==> src/rtl/tetris_key_pkg.sv <==
// rtl/tetris_key_pkg.sv - scan codes, state types and key decode for tetris_key_cmd
// Purpose: shared constants for the Tetris keyboard command block.
//   SC_*         set-2 scan codes (E0 prefix already stripped)
//   K_*          bit index of each game key in held/pulse vectors
//   rpt_state_t  auto-repeat timer state
//   dir_t        horizontal direction
//   key_onehot() maps a scan code to a one-hot game-key vector (0 if unmapped)
package tetris_key_pkg;

  localparam logic [7:0] SC_LEFT   = 8'h6B;
  localparam logic [7:0] SC_RIGHT  = 8'h74;
  localparam logic [7:0] SC_DOWN   = 8'h72;
  localparam logic [7:0] SC_ROTATE = 8'h75;
  localparam logic [7:0] SC_DROP   = 8'h29;
  localparam logic [7:0] SC_PAUSE  = 8'h76;

  localparam int NUM_KEYS = 6;
  localparam int K_LEFT   = 0;
  localparam int K_RIGHT  = 1;
  localparam int K_DOWN   = 2;
  localparam int K_ROTATE = 3;
  localparam int K_DROP   = 4;
  localparam int K_PAUSE  = 5;

  typedef enum logic [1:0] {IDLE, DELAY, REPEAT} rpt_state_t;
  typedef enum logic {DIR_L, DIR_R} dir_t;

  function automatic logic [NUM_KEYS-1:0] key_onehot(input logic [7:0] code);
    logic [NUM_KEYS-1:0] oh;
    oh = '0;
    case (code)
      SC_LEFT:   oh[K_LEFT]   = 1'b1;
      SC_RIGHT:  oh[K_RIGHT]  = 1'b1;
      SC_DOWN:   oh[K_DOWN]   = 1'b1;
      SC_ROTATE: oh[K_ROTATE] = 1'b1;
      SC_DROP:   oh[K_DROP]   = 1'b1;
      SC_PAUSE:  oh[K_PAUSE]  = 1'b1;
      default:   oh = '0;
    endcase
    return oh;
  endfunction

endpackage

==> src/rtl/key_repeat_timer.sv <==
// rtl/key_repeat_timer.sv - delayed auto-repeat tick generator
// Purpose: after start, ticks once FIRST cycles later and then every PERIOD
// cycles until stop.
// Ports:
//   clk_i   clock
//   rst_ni  asynchronous active-low reset
//   start   (re)arm: counter to 0, enter DELAY; wins over stop
//   stop    disarm: back to IDLE
//   tick    combinational repeat request; suppressed when start/stop is high
module key_repeat_timer
  import tetris_key_pkg::*;
#(
  parameter int FIRST  = 12,
  parameter int PERIOD = 4
) (
  input  logic clk_i,
  input  logic rst_ni,
  input  logic start,
  input  logic stop,
  output logic tick
);

  localparam int MAXV = (FIRST > PERIOD) ? FIRST : PERIOD;
  localparam int W    = (MAXV > 1) ? $clog2(MAXV) : 1;
  localparam logic [W-1:0] FIRST_M1  = W'(FIRST - 1);
  localparam logic [W-1:0] PERIOD_M1 = W'(PERIOD - 1);

  rpt_state_t     state_q;
  logic [W-1:0]   cnt_q;
  logic           match;

  always_comb begin
    match = 1'b0;
    case (state_q)
      DELAY:   match = (cnt_q == FIRST_M1);
      REPEAT:  match = (cnt_q == PERIOD_M1);
      default: match = 1'b0;
    endcase
  end

  // A same-cycle start or stop replaces the pending tick, so a press never
  // produces two pulses and a release never lets a late repeat escape.
  assign tick = match & ~start & ~stop;

  always_ff @(posedge clk_i or negedge rst_ni) begin
    if (!rst_ni) begin
      state_q <= IDLE;
      cnt_q   <= '0;
    end else if (start) begin
      state_q <= DELAY;
      cnt_q   <= '0;
    end else if (stop) begin
      state_q <= IDLE;
      cnt_q   <= '0;
    end else if (match) begin
      state_q <= REPEAT;
      cnt_q   <= '0;
    end else if (state_q != IDLE) begin
      cnt_q   <= cnt_q + W'(1);
    end
  end

endmodule

==> src/rtl/tetris_key_cmd.sv <==
// rtl/tetris_key_cmd.sv - PS/2 key events to single-cycle Tetris commands
// Purpose: tracks held game keys, drops typematic repeats and generates
// delayed auto-shift for left/right and a fixed repeat for soft drop.
// Ports:
//   CLOCK_74   clock
//   reset      asynchronous active-low reset
//   valid      makeBreak/outCode meaningful this cycle
//   makeBreak  1 = press, 0 = release
//   outCode    set-2 scan code
//   cmd_*      registered one-cycle command pulses
module tetris_key_cmd
  import tetris_key_pkg::*;
#(
  parameter int DAS_DELAY   = 12_622_500,
  parameter int ARR_PERIOD  = 3_712_500,
  parameter int DOWN_PERIOD = 3_712_500
) (
  input  logic       CLOCK_74,
  input  logic       reset,
  input  logic       valid,
  input  logic       makeBreak,
  input  logic [7:0] outCode,
  output logic       cmd_left,
  output logic       cmd_right,
  output logic       cmd_down,
  output logic       cmd_rotate,
  output logic       cmd_drop,
  output logic       cmd_pause
);

  logic                valid_q;
  logic [8:0]          last_word_q;
  logic [NUM_KEYS-1:0] held_q, held_d;
  logic [NUM_KEYS-1:0] cmd_q, cmd_d;
  dir_t                dir_q, dir_d;

  logic [8:0]          word;
  logic                accept;
  logic [NUM_KEYS-1:0] hit, press, rel;
  logic                h_start, h_stop, h_tick, d_tick;

  // A held-high valid with an unchanged word is a single event.
  always_comb begin
    word   = {makeBreak, outCode};
    accept = valid & (~valid_q | (word != last_word_q));
    hit    = key_onehot(outCode);
    press  = (accept & makeBreak)  ? (hit & ~held_q) : '0;
    rel    = (accept & ~makeBreak) ? (hit & held_q)  : '0;
    held_d = (held_q | press) & ~rel;
  end

  // Last-pressed direction wins; releasing it hands over to the other
  // direction if still held, restarting the DAS delay without a pulse.
  always_comb begin
    dir_d   = dir_q;
    h_start = 1'b0;
    h_stop  = 1'b0;
    if (press[K_LEFT]) begin
      dir_d   = DIR_L;
      h_start = 1'b1;
    end else if (press[K_RIGHT]) begin
      dir_d   = DIR_R;
      h_start = 1'b1;
    end else if (rel[K_LEFT] && (dir_q == DIR_L)) begin
      if (held_q[K_RIGHT]) begin
        dir_d   = DIR_R;
        h_start = 1'b1;
      end else begin
        h_stop  = 1'b1;
      end
    end else if (rel[K_RIGHT] && (dir_q == DIR_R)) begin
      if (held_q[K_LEFT]) begin
        dir_d   = DIR_L;
        h_start = 1'b1;
      end else begin
        h_stop  = 1'b1;
      end
    end
  end

  always_comb begin
    cmd_d           = '0;
    cmd_d[K_LEFT]   = press[K_LEFT]  | (h_tick & (dir_q == DIR_L));
    cmd_d[K_RIGHT]  = press[K_RIGHT] | (h_tick & (dir_q == DIR_R));
    cmd_d[K_DOWN]   = press[K_DOWN]  | d_tick;
    cmd_d[K_ROTATE] = press[K_ROTATE];
    cmd_d[K_DROP]   = press[K_DROP];
    cmd_d[K_PAUSE]  = press[K_PAUSE];
  end

  key_repeat_timer #(.FIRST(DAS_DELAY), .PERIOD(ARR_PERIOD)) u_h_timer (
    .clk_i  (CLOCK_74),
    .rst_ni (reset),
    .start  (h_start),
    .stop   (h_stop),
    .tick   (h_tick)
  );

  key_repeat_timer #(.FIRST(DOWN_PERIOD), .PERIOD(DOWN_PERIOD)) u_d_timer (
    .clk_i  (CLOCK_74),
    .rst_ni (reset),
    .start  (press[K_DOWN]),
    .stop   (rel[K_DOWN]),
    .tick   (d_tick)
  );

  always_ff @(posedge CLOCK_74 or negedge reset) begin
    if (!reset) begin
      valid_q     <= 1'b0;
      last_word_q <= '0;
      held_q      <= '0;
      dir_q       <= DIR_L;
      cmd_q       <= '0;
    end else begin
      valid_q     <= valid;
      if (accept) last_word_q <= word;
      held_q      <= held_d;
      dir_q       <= dir_d;
      cmd_q       <= cmd_d;
    end
  end

  assign cmd_left   = cmd_q[K_LEFT];
  assign cmd_right  = cmd_q[K_RIGHT];
  assign cmd_down   = cmd_q[K_DOWN];
  assign cmd_rotate = cmd_q[K_ROTATE];
  assign cmd_drop   = cmd_q[K_DROP];
  assign cmd_pause  = cmd_q[K_PAUSE];

endmodule

==> config.mk <==
export PLATFORM = sky130hd
export DESIGN_NAME = tetris_key_cmd
export DESIGN_NICKNAME = d
export VERILOG_FILES = /design/src/rtl/tetris_key_pkg.sv /design/src/rtl/key_repeat_timer.sv /design/src/rtl/tetris_key_cmd.sv
export SDC_FILE = /design/constraint.sdc
export NUM_CORES = 1
export LEC_CHECK = 0
export CAP_MARGIN = 0
export CORE_MARGIN = 2
export CORE_UTILIZATION = 48
export CTS_CLUSTER_SIZE = 20
export DETAILED_ROUTE_END_ITERATION = 12
export HOLD_SLACK_MARGIN = 0.15
export PLACE_DENSITY = 0.74
export SLEW_MARGIN = 20
export SYNTH_ARGS = -nofsm -noshare
export SYNTH_HDL_FRONTEND = slang
export SYNTH_SLANG_ARGS = --single-unit
==> constraint.sdc <==
create_clock -name CLOCK_74 -period 4.5 [get_ports CLOCK_74]
set_input_delay 0.9 -clock CLOCK_74 [delete_from_list [all_inputs] [get_ports CLOCK_74]]
set_output_delay 0.9 -clock CLOCK_74 [all_outputs]
set_load 0.05 [all_outputs]
Word-level counts from Yosys, hierarchy flattened
Cells that the tools add are included.
{"block": "totals", "regBits": 73, "inputBits": 12, "out_inout_bits": 6}
{"block": "op_classes", "add_sub_neg": 2, "eq_ne": 15, "muxes": 42, "n_bitwise": 26, "reduce_logical": 12}
{"cell": "$mux 24", "count": 4}
{"cell": "$mux 22", "count": 4}
{"cell": "$eq 8x7->1 const B", "count": 5}
{"cell": "$mux 1", "count": 25}
{"cell": "$add 24x1->24 const B", "count": 1}
{"cell": "$eq 24x22->1 const B", "count": 1}
{"cell": "$eq 24x24->1 const B", "count": 1}
{"cell": "$add 22x1->22 const B", "count": 1}
{"cell": "$eq 22x22->1 const B", "count": 1}
{"cell": "$and 6x6->6", "count": 3}
{"cell": "$reduce_bool 4->1", "count": 4}
{"cell": "$mux 2", "count": 6}
{"cell": "$mux 6", "count": 2}
{"cell": "$not 6->6", "count": 2}
{"cell": "$and 1x1->1", "count": 9}
{"cell": "$ne 9x9->1", "count": 1}
{"cell": "$eq 8x6->1 const B", "count": 1}
{"cell": "$not 1->1", "count": 7}
{"cell": "$or 6x6->6", "count": 1}
{"cell": "$reduce_bool 3->1", "count": 2}
{"cell": "$eq 2x1->1 const B", "count": 2}
{"cell": "$eq 2x2->1 const B", "count": 2}
{"cell": "$ne 4x4->1 const B", "count": 1}
{"cell": "$or 1x1->1", "count": 4}
{"cell": "other kinds (5)", "count": 7}

Depth between registers and ports, before layout
Gate-level depths: netlist (run 1).
{"block": "logic_depth", "depth_word": 15, "ltp_mapped": 9, "depth_no_buf": 8}

Modules after synthesis
Synthesis (run 1) repeated with hierarchy kept, for this count alone.
{"block": "unflattened", "hier_cells": 397, "area_unflattened_um2": 3945.0}
{"mod": "key_repeat_timer (u_h_timer)", "instances": 1, "cells_each": 157, "area_per_inst_um2": 1508.9, "seq_area_each_um2": 650.6}
{"mod": "key_repeat_timer (u_d_timer)", "instances": 1, "cells_each": 133, "area_per_inst_um2": 1261.2, "seq_area_each_um2": 600.6}
{"mod": "tetris_key_cmd", "instances": 1, "cells_each": 107, "area_per_inst_um2": 1174.9, "seq_area_each_um2": 575.6}

Least setup slack after synthesis (run 1)
Ideal clock, no wire load.
{"block": "synth_timing", "path_type": "input port to flip-flop", "from": "input outCode[0]", "to": "register u_d_timer.cnt_q[5]", "setup_time_ps": 66, "arrival_ps": 2456, "t_required_ps": 4434, "setup_slack_ps": 1978, "cell_stages": 7, "cell_sequence": "buf_6 -> xnor2_1 -> nand2_1 -> o311a_4 -> a22o_4 -> or4_1 -> nand2_1"}
{"block": "synth_between", "elab_chain_cells": 7}
{"element": "from (decl)", "line": "tetris_key_cmd.sv:22", "text": "input logic [7:0] outCode,"}
{"element": "$ne 9x9->1", "line": "tetris_key_cmd.sv:45", "text": "accept = valid & (~valid_q | (word != last_word_q));"}
{"element": "$or 1x1->1", "line": "tetris_key_cmd.sv:45"}
{"element": "$and 1x1->1", "line": "tetris_key_cmd.sv:45"}
{"element": "$and 1x1->1", "line": "tetris_key_cmd.sv:48", "text": "rel = (accept & ~makeBreak) ? (hit & held_q) : '0;"}
{"element": "$mux 6", "line": "tetris_key_cmd.sv:48"}
{"element": "$mux 22", "line": "key_repeat_timer.sv:52", "text": "end else if (stop) begin"}
{"element": "$mux 22", "line": "key_repeat_timer.sv:49", "text": "end else if (start) begin"}
{"element": "to (signal assigned)", "line": "key_repeat_timer.sv:59", "text": "cnt_q <= cnt_q + W'(1);"}
{"element": "to (decl)", "line": "key_repeat_timer.sv:29", "text": "logic [W-1:0] cnt_q;"}
Several ways; a longest one is shown, not always the timed one.
A chain may end at the register's enable or synchronous reset.

Final worst setup path (run 1)
{"block": "layout_timing", "from": "input makeBreak", "to": "register u_d_timer.cnt_q[5]"}
{"block": "layout_between", "elab_chain_cells": 7}
{"element": "from (decl)", "line": "tetris_key_cmd.sv:21", "text": "input logic makeBreak,"}
{"element": "$ne 9x9->1", "line": "tetris_key_cmd.sv:45"}
{"element": "$or 1x1->1", "line": "tetris_key_cmd.sv:45"}
{"element": "$and 1x1->1", "line": "tetris_key_cmd.sv:45"}
{"element": "$and 1x1->1", "line": "tetris_key_cmd.sv:48"}
{"element": "$mux 6", "line": "tetris_key_cmd.sv:48"}
{"element": "$mux 22", "line": "key_repeat_timer.sv:52"}
{"element": "$mux 22", "line": "key_repeat_timer.sv:49"}
Several ways; a longest one is shown, not always the timed one.

==> flow_metrics.tcl, run 1 <==
set metrics [dict create \
    cap_violations 0 \
    syn-num-nets 463 \
    die_h_um 97.8 \
    path_clk_slew_ns 0.08 \
    numCtsBuffers 9 \
    ys_seq_area_share_pct 43.3 \
    rows 34 \
    dieWidth_um 97.8 \
    gp_congestion 0.879 \
    hold_class "reg2reg" \
    nNetsFinal 471 \
    drive_gt1_share_pct 9.39 \
    avgViaCountPerCell 6.17 \
    synth_edf_count 0 \
    finClkSkew_ns 0.0114 \
    wl_per_cell_um 15.7 \
    vdd_ir_drop_max_v 0.000255 \
    drtAntennaViolNets 0 \
    start_util_pct 48.9 \
    instances_no_fill 566 \
    worst_slew_pin_slew_ns 0.917 \
    clockBufferDepth 2 \
    cts.repair_timing.setup_buffer_count 0 \
    postLayoutCellArea_um2 4590 \
    slew_headroom_pct 38.9 \
    synth.area.top_cells "dfrtp_1, a21oi_1, nand2_1" \
    holdWs_ns 0.431 \
    fmax_mhz 321 \
    avgSynthCellArea_um2 9.46 \
    power.density_nw_per_um2 360 \
    diodes 0 \
    ys_ff_latch 73 \
    synth-main-ff-cell "dfrtp_1" \
    yosysTopAreaCell "dfrtp_1" \
    clock_latency_ns 0.36 \
    hold_viol 0 \
    criticalPathCategory "in2reg" \
    grt_pass1_vias 3339 \
    grt_usage_pct 19.8 \
    rsz0062_at_grt "no" \
    synth_top_area_share_pct 43.3 \
    drtPass1Iterations 4 \
    dp.cells 551 \
    grt_max_degree 74 \
    netlist_area_um2 4220 \
    post-synth-top-count-cell "dfrtp_1" \
    postSynthCellCount 446 \
    critPathMaxFanout 17 \
    min_period_ns 3.11 \
    cts_resized 0 \
    grt_pass1_wl_um 15500 \
    io_pins 18 \
    crit_required_ns 4.80 \
    cts_hold_buf 0 \
    placed_cell_area_um2 4400 \
    overflow 0 \
    cts.sinks 73 \
    hpwl_um 6160 \
    drc 0 \
    synth_common_cells "dfrtp_1, nand2_1, a21oi_1" \
    worstSetupStartpointType "input port" \
    tns_ns 0 \
    fin_crit_sh_pct 69.1 \
    area_growth_pct 8.78 \
    cts_tree "yes" \
    antenna_found_initial 0 \
    drt_iter0_markers 207 \
    ys_warn_count 0 \
    end_kind "flip-flop" \
    p_leak_nw 1.77 \
    yosysUniqueCellTypes 67 \
    setup_violations 0 \
    fp.coreArea_um2 8640 \
    slew_violations 0 \
    drt-total-wl_um 8910 \
    status "complete, no violations" \
    cts-root-buf "clkbuf_8" \
    vias 3492 \
    cts_max_level 3 \
    port_buffers 17 \
    die_area_um2 9560 \
    critPathArrivalTime_ns 3.41 \
    async_flop_share_pct 100 \
    utilization_pct 53.1 \
]
==> final timing paths <==
path	to	from	cells after the start	slack, ns
worst min-delay path	cmd_q[5]	held_q[5]	1	0.43
worst max register to register	u_d_timer.cnt_q[5]	u_d_timer.state_q[1]	8	2.00
worst min register to register	cmd_q[5]	held_q[5]	1	0.43
worst max-delay path	u_d_timer.cnt_q[5]	makeBreak	7	1.39
max in group asynchronous	u_h_timer.cnt_q[0]	reset	1	3.24
min in group asynchronous	u_d_timer.cnt_q[12]	reset	1	0.67
==> cell usage in the layout (no fill, tap or decap), types with 3 or more instances in the layout <==
cell type / instances
a21oi_1: 41
a31oi_1: 4
and2_1: 3
and3_1: 10
and4_1: 3
clkbuf_8: 10
clkdlybuf4s50_1: 16
dfrtp_1: 73
ha_1: 5
inv_1: 12
mux2_2: 10
nand2_1: 44
nand2b_1: 3
nand3_1: 19
nand3b_1: 5
nand4_1: 14
nand4b_1: 3
nor2_1: 28
nor3_1: 12
nor3b_1: 3
o211ai_1: 3
o21ai_0: 23
o31ai_1: 17
or3_1: 10
or4_1: 18
xnor2_1: 13
xor2_1: 7
==> critical path: stages <==
cell,delay [ns]
clkdlybuf4s50_1,0.81
xnor2_1,0.18
nand4_1,0.18
o311a_4,0.43
a22o_4,0.31
or4_1,0.52
nand2_1,0.08
==> sequential cells by signal, summed over array words and instances, names as in the netlist <==
register	cells
cmd_q	6
u_d_timer.state_q	2
u_h_timer.state_q	2
held_q	6
valid_q	1
u_h_timer.cnt_q	24
dir_q	1
u_d_timer.cnt_q	22
last_word_q	9
==> power breakdown <==
group / total, mW / internal (mW) / switching (mW)
Sequential: 0.848 / 0.739 / 0.109
Combinational: 0.284 / 0.125 / 0.159
Clock: 0.520 / 0.267 / 0.253
==> layer usage <==
metal / routed length (µm) / GRT usage [%] / vias to the layer above
met3: 363 / 4.44 / 20
met2: 4230 / 31.8 / 77
li1: - / - / 1671
met5: 0 / 0 / -
met4: 199 / 8.97 / 0
met1: 4110 / 25.8 / 1724
==> layout make-up <==
cell class                      count  area [µm²]
Clock buffer                       10         138
Multi-Input combinational cell    339        2210
Clock inverter                      5        56.3
Timing Repair Buffer               18         175
Fill cell                         773        4050
Sequential cell                    73        1830
Tap cell                          108         135
Inverter                           13        48.8
==> stage by stage <==
| stage | power [mW] | setup WS, ns |
|---|---|---|
| after floorplan | 1.05 | 1.98 |
| after global placement | 1.12 | 1.09 |
| after detailed placement | 1.14 | 1.06 |
| after CTS | 1.66 | 1.42 |
| after global routing | 1.75 | 1.23 |
| final | 1.65 | 1.39 |
==> cells by family (layout without fill, tap and decap cells) <==
| family | count (synthesis) | after routing | share of synthesized area [%] |
|---|---|---|---|
| XOR/XNOR | 20 | 20 | 4.15 |
| buffers and inverters | 34 | 46 | 4.33 |
| AND/OR/NAND/NOR | 196 | 196 | 26.8 |
| adder cells (fa/ha/maj) | 5 | 5 | 1.48 |
| flip-flops | 73 | 73 | 43.3 |
| AO/OA/AOI/OAI | 108 | 108 | 17.3 |
| multiplexers | 10 | 10 | 2.67 |
(Power assumes the default switching activity.)
==> inputs of run 2 (changes only) <==
==> constraint.sdc (replaced) <==
create_clock -name CLOCK_74 -period 3.1 [get_ports CLOCK_74]
set_input_delay 0.62 -clock CLOCK_74 [delete_from_list [all_inputs] [get_ports CLOCK_74]]
set_output_delay 0.62 -clock CLOCK_74 [all_outputs]
set_load 0.05 [all_outputs]
==> run 2 against run 1 <==
  * Sequential cell count did not move
  * Sequential power rose by 45%
  * Largest power group unchanged
  * Clock power rose by 45%
  * Total power rose by 45%
==> flow_metrics.tcl, run 2 (synthesis gave the netlist of run 1 again) <==
set metrics [dict create \
    fp.coreArea_um2 8640 \
    cp_slowest_stage_delay_ns 0.55 \
    largest_reg_flops 24 \
    vias 3466 \
    layout_common_cells "dfrtp_1, nand2_1, a21oi_1, nor2_1, o21ai_0" \
    area_growth_pct 10.5 \
    clock_latency_ns 0.35 \
    p_leak_nw 1.81 \
    dieWidth_um 97.8 \
    clockBufferDepth 2 \
    antenna_found_initial 0 \
    hold_class "in2async" \
    criticalPathCategory "in2reg" \
    start_util_pct 48.9 \
    worstSetupStartpointType "input port" \
    diodes 0 \
    status "complete, no violations" \
    finClkSkew_ns 0.0135 \
    slew_headroom_pct 38.3 \
    die_h_um 97.8 \
    end_kind "flip-flop" \
    cpMaxStageDelayCell "clkdlybuf4s50_1" \
    worst_slew_pin_slew_ns 0.925 \
    vdd_ir_drop_max_v 0.000321 \
    overflow 0 \
    setup_violations 0 \
    instances_no_fill 575 \
    cts_hold_buf 0 \
    port_buffers 17 \
    drt_iter0_markers 178 \
    drive_gt1_share_pct 10.9 \
    fmax_mhz 391 \
    r2r-end "u_d_timer.cnt_q[4]" \
    grt_max_degree 74 \
    fin_crit_sh_pct 82.6 \
    rows 34 \
    dp.cells 559 \
    final_common_cell "dfrtp_1" \
    io_pins 18 \
    crit_required_ns 3.36 \
    reg2reg_from "u_d_timer.state_q[0]" \
    slew_violations 0 \
    avgViaCountPerCell 6.03 \
    cap_violations 0 \
    numCtsBuffers 9 \
    reg2reg_depth 8 \
    top_register "u_h_timer.cnt_q" \
    pre_cts_ws_ns 0.201 \
    tns_ns 0 \
    gp_congestion 0.946 \
    grt_pass1_vias 3348 \
    regToRegSetupSlack_ns 0.57 \
    critPathMaxFanout 16 \
    top_regs "u_h_timer.cnt_q (24), u_d_timer.cnt_q (22), last_word_q (9)" \
    cts_max_level 3 \
    path_clk_slew_ns 0.09 \
    hpwl_um 6190 \
    cp_cell_sequence "clkdlybuf4s50_1 -> or3b_4 -> nor3_4 -> a21o_4 -> a21oi_4 -> or4_1 -> a21oi_1" \
    grt_usage_pct 19.8 \
    fin_ws_ns 0.540 \
    cts.sinks 73 \
    drtPass1Iterations 5 \
    holdWs_ns 0.417 \
    power.density_nw_per_um2 514 \
    grt_pass1_wl_um 15800 \
    drt-total-wl_um 8990 \
    cts_resized 0 \
    die_area_um2 9560 \
    drc 0 \
    hold_viol 0 \
    critPathArrivalTime_ns 2.82 \
    cts.repair_timing.setup_buffer_count 0 \
    wl_per_cell_um 15.6 \
    utilization_pct 54.0 \
    min_period_ns 2.56 \
    drtAntennaViolNets 0 \
    nNetsFinal 479 \
    cts_tree "yes" \
    rsz0062_at_grt "no" \
    cts-root-buf "clkbuf_8" \
]
==> run 2: cell count changes in the layout (fill, tap and decap cells not counted) <==
cell | before | now
buf_12 | 0 | 1
buf_4 | 2 | 9
clkbuf_1 | 0 | 1
clkbuf_8 | 10 | 9
clkinv_2 | 2 | 1
clkinvlp_4 | 1 | 2
inv_6 | 0 | 1
==> run 2: worst max-delay path by stage <==
| stage | start | endpoint | slack, ns | cells after the start |
|---|---|---|---|---|
| after CTS | outCode[5] | u_h_timer.cnt_q[9] | 0.56 | 7 |
| after detailed placement | outCode[6] | u_d_timer.cnt_q[16] | 0.20 | 7 |
| final | outCode[5] | u_h_timer.cnt_q[9] | 0.54 | 7 |
| after global routing | u_d_timer.state_q[1] | u_d_timer.cnt_q[20] | 0.38 | 8 |
| after floorplan | outCode[0] | u_d_timer.cnt_q[5] | 0.86 | 7 |
| after global placement | outCode[6] | u_d_timer.cnt_q[19] | 0.25 | 7 |
==> run 2: critical path, delay by kind of cell <==
family,cells,cell delay [ns]
AO/OA/AOI/OAI,3,0.44
AND/OR/NAND/NOR,3,1.20
buffers and inverters,1,0.55
==> run 2: through the flow <==
stage          power, mW  instance area (µm²)
2_1_floorplan       1.52                 4220
4_1_cts             2.41                 4660
6_report            2.40                 4660
5_1_grt             2.55                 4660
3_3_place_gp        1.63                 4470
3_5_place_dp        1.66                 4470
==> run 2: cell type report <==
type | count | area (µm²)
clock buffers | 10 | 128
clock inverters | 6 | 67.6
fillers | 776 | 3970
inverters | 13 | 48.8
multi-input cells | 339 | 2210
flip-flops and latches | 73 | 1830
well taps | 108 | 135
repair buffers | 26 | 248
==> run 2: power breakdown <==
group / switching [mW] / internal (mW) / leakage, nW
clock network: 0.377 / 0.375 / 0.0929
registers: 0.159 / 1.07 / 0.936
logic: 0.229 / 0.186 / 0.780
==> run 2: per-layer routing <==
metal	GRT usage, %	part of all wire, %
met1	27.4	47
met5	0	0
met4	5.13	1.1
met3	4.80	3.7
met2	31.4	48
==> inputs of run 3 (changes only) <==
==> constraint.sdc (replaced) <==
create_clock -name CLOCK_74 -period 2.65 [get_ports CLOCK_74]
set_input_delay 0.53 -clock CLOCK_74 [delete_from_list [all_inputs] [get_ports CLOCK_74]]
set_output_delay 0.53 -clock CLOCK_74 [all_outputs]
set_load 0.05 [all_outputs]
==> run 3 against run 2 <==
  * Critical path depth is 1 higher
  * Clock power is 1% lower
  * Critical path type is now reg2reg
  * Sequential share of layout area is 0.87 points lower
  * Cell count is 2.8% higher
  * First-iteration DRC count is 22% lower
  * Via count is 2.7% higher
  * Register-to-register slack worse by 0.35 ns
  * Final area is 2.3% higher
==> flow_metrics.tcl, run 3 (synthesis gave the netlist of run 1 again) <==
set metrics [dict create \
    status "complete, no violations" \
    vias 3559 \
    drt-total-wl_um 9180 \
    cp_slowest_stage_delay_ns 0.58 \
    grt_usage_pct 20.1 \
    numCtsBuffers 9 \
    cpMaxStageDelayCell "or4b_2" \
    regToRegSetupSlack_ns 0.22 \
    rsz0062_at_grt "no" \
    cts.repair_timing.setup_buffer_count 0 \
    cts_max_level 3 \
    critPathMaxFanout 15 \
    critPathArrivalTime_ns 2.66 \
    path_clk_slew_ns 0.08 \
    nNetsFinal 496 \
    clock_latency_ns 0.35 \
    highest_layer "met4" \
    cts_tree "yes" \
    reg2reg_from "u_d_timer.state_q[0]" \
    min_period_ns 2.43 \
    drc 0 \
    vdd_ir_drop_max_v 0.000292 \
    dp.cells 576 \
    power.density_nw_per_um2 563 \
    antenna_found_initial 0 \
    criticalPathCategory "reg2reg" \
    slew_violations 0 \
    finClkSkew_ns 0.0106 \
    largest_reg_flops 24 \
    io_pins 18 \
    cts.sinks 73 \
    p_leak_nw 1.89 \
    overflow 0 \
    wl_met1_um 4110 \
    fp.coreArea_um2 8640 \
    dieWidth_um 97.8 \
    worstSetupStartpointType "flip-flop" \
    diodes 0 \
    slew_headroom_pct 38.7 \
    drt_iter0_markers 139 \
    route.met3.wl_um 315 \
    holdWs_ns 0.312 \
    fin_crit_sh_pct 91.9 \
    clockBufferDepth 2 \
    crit_required_ns 2.87 \
    hpwl_um 6500 \
    avgViaCountPerCell 6.02 \
    reg2reg_depth 8 \
    port_buffers 17 \
    gp_congestion 0.938 \
    cap_violations 0 \
    rows 34 \
    hold_viol 0 \
    drtPass1Iterations 4 \
    utilization_pct 55.2 \
    setup_violations 0 \
    wl_per_cell_um 15.5 \
    route.met2.wl_um 4570 \
    end_kind "flip-flop" \
    hold_class "in2async" \
    grt_max_degree 74 \
    die_h_um 97.8 \
    die_area_um2 9560 \
    top_register "u_h_timer.cnt_q" \
    instances_no_fill 591 \
    layout_common_cells "dfrtp_1, nand2_1, a21oi_1, nor2_1, buf_4" \
    worst_slew_pin_slew_ns 0.919 \
    area_growth_pct 13.0 \
    drtAntennaViolNets 0 \
    r2r-end "u_d_timer.cnt_q[20]" \
    cts-root-buf "clkbuf_8" \
    fmax_mhz 411 \
    final_common_cell "dfrtp_1" \
    start_util_pct 48.9 \
    cp_cell_sequence "inv_1 -> ha_1 -> or4b_2 -> nor3_1 -> and4_2 -> a22o_4 -> buf_4 -> a21oi_1" \
    grt_pass1_vias 3426 \
    drive_gt1_share_pct 14.3 \
    grt_pass1_wl_um 15900 \
    top_regs "u_h_timer.cnt_q (24), u_d_timer.cnt_q (22), last_word_q (9)" \
]
==> run 3: cell count changes in the layout (fill, tap and decap cells not counted) <==
cell | before | now
and4_1 | 3 | 2
and4_2 | 0 | 1
buf_12 | 1 | 2
buf_4 | 9 | 25
bufinv_16 | 1 | 0
clkbuf_1 | 1 | 0
clkinv_2 | 1 | 4
clkinvlp_4 | 2 | 1
inv_6 | 1 | 0
==> run 3: final cells by class <==
type | count | area [µm²]
clock buffers | 9 | 124
clock inverters | 6 | 36.3
fillers | 779 | 3870
inverters | 13 | 48.8
multi-input cells | 339 | 2210
flip-flops and latches | 73 | 1830
well taps | 108 | 135
repair buffers | 43 | 388
==> run 3: worst max-delay path: cells and delay by family (launching register included) <==
family	cells	cell delay [ns]
flops	1	0.33
fa+ha+maj	1	0.27
buf+inv	2	0.26
simple gates	3	1.21
compound gates	2	0.24
==> run 3: how the worst max path moves through the flow <==
| stage | from | end | cells after the start |
|---|---|---|---|
| finish | u_d_timer.state_q[0] | u_d_timer.cnt_q[20] | 8 |
| global route | u_d_timer.state_q[0] | u_d_timer.cnt_q[20] | 8 |
| CTS | u_d_timer.state_q[0] | u_d_timer.cnt_q[20] | 8 |
| detailed placement | makeBreak | u_h_timer.cnt_q[23] | 8 |
| global placement | outCode[5] | dir_q | 6 |
| floorplan | outCode[0] | u_d_timer.cnt_q[5] | 7 |
==> run 3: routing by layer <==
metal,up-vias,GRT usage (%)
met5,-,0
met4,0,8.12
met3,14,3.08
met2,77,33.5
met1,1743,26.5
li1,1725,-
==> run 3: timing repair <==
item / 4_1_cts / 5_1_grt
resized for setup: 0 / 1
hold buffers: 0 / 0
endpoints found under the setup margin: 0 / 6
==> run 3: report_power, final <==
group,switching (mW),leakage [nW],internal (mW)
Clock,0.415,0.0846,0.329
Sequential,0.184,0.936,1.26
Combinational,0.272,0.867,0.229
==> run 3: through the flow <==
| stage | instance area, µm² | TNS (ns) | worst slack, ns | power (mW) |
|---|---|---|---|---|
| floorplan | 4220 | 0 | 0.498 | 1.78 |
| global placement | 4610 | -0.0397 | -0.0216 | 1.92 |
| detailed placement | 4610 | -1.17 | -0.123 | 1.95 |
| CTS | 4770 | 0 | 0.108 | 2.71 |
| global route | 4770 | 0 | 0.0708 | 2.86 |
| finish | 4770 | 0 | 0.215 | 2.68 |
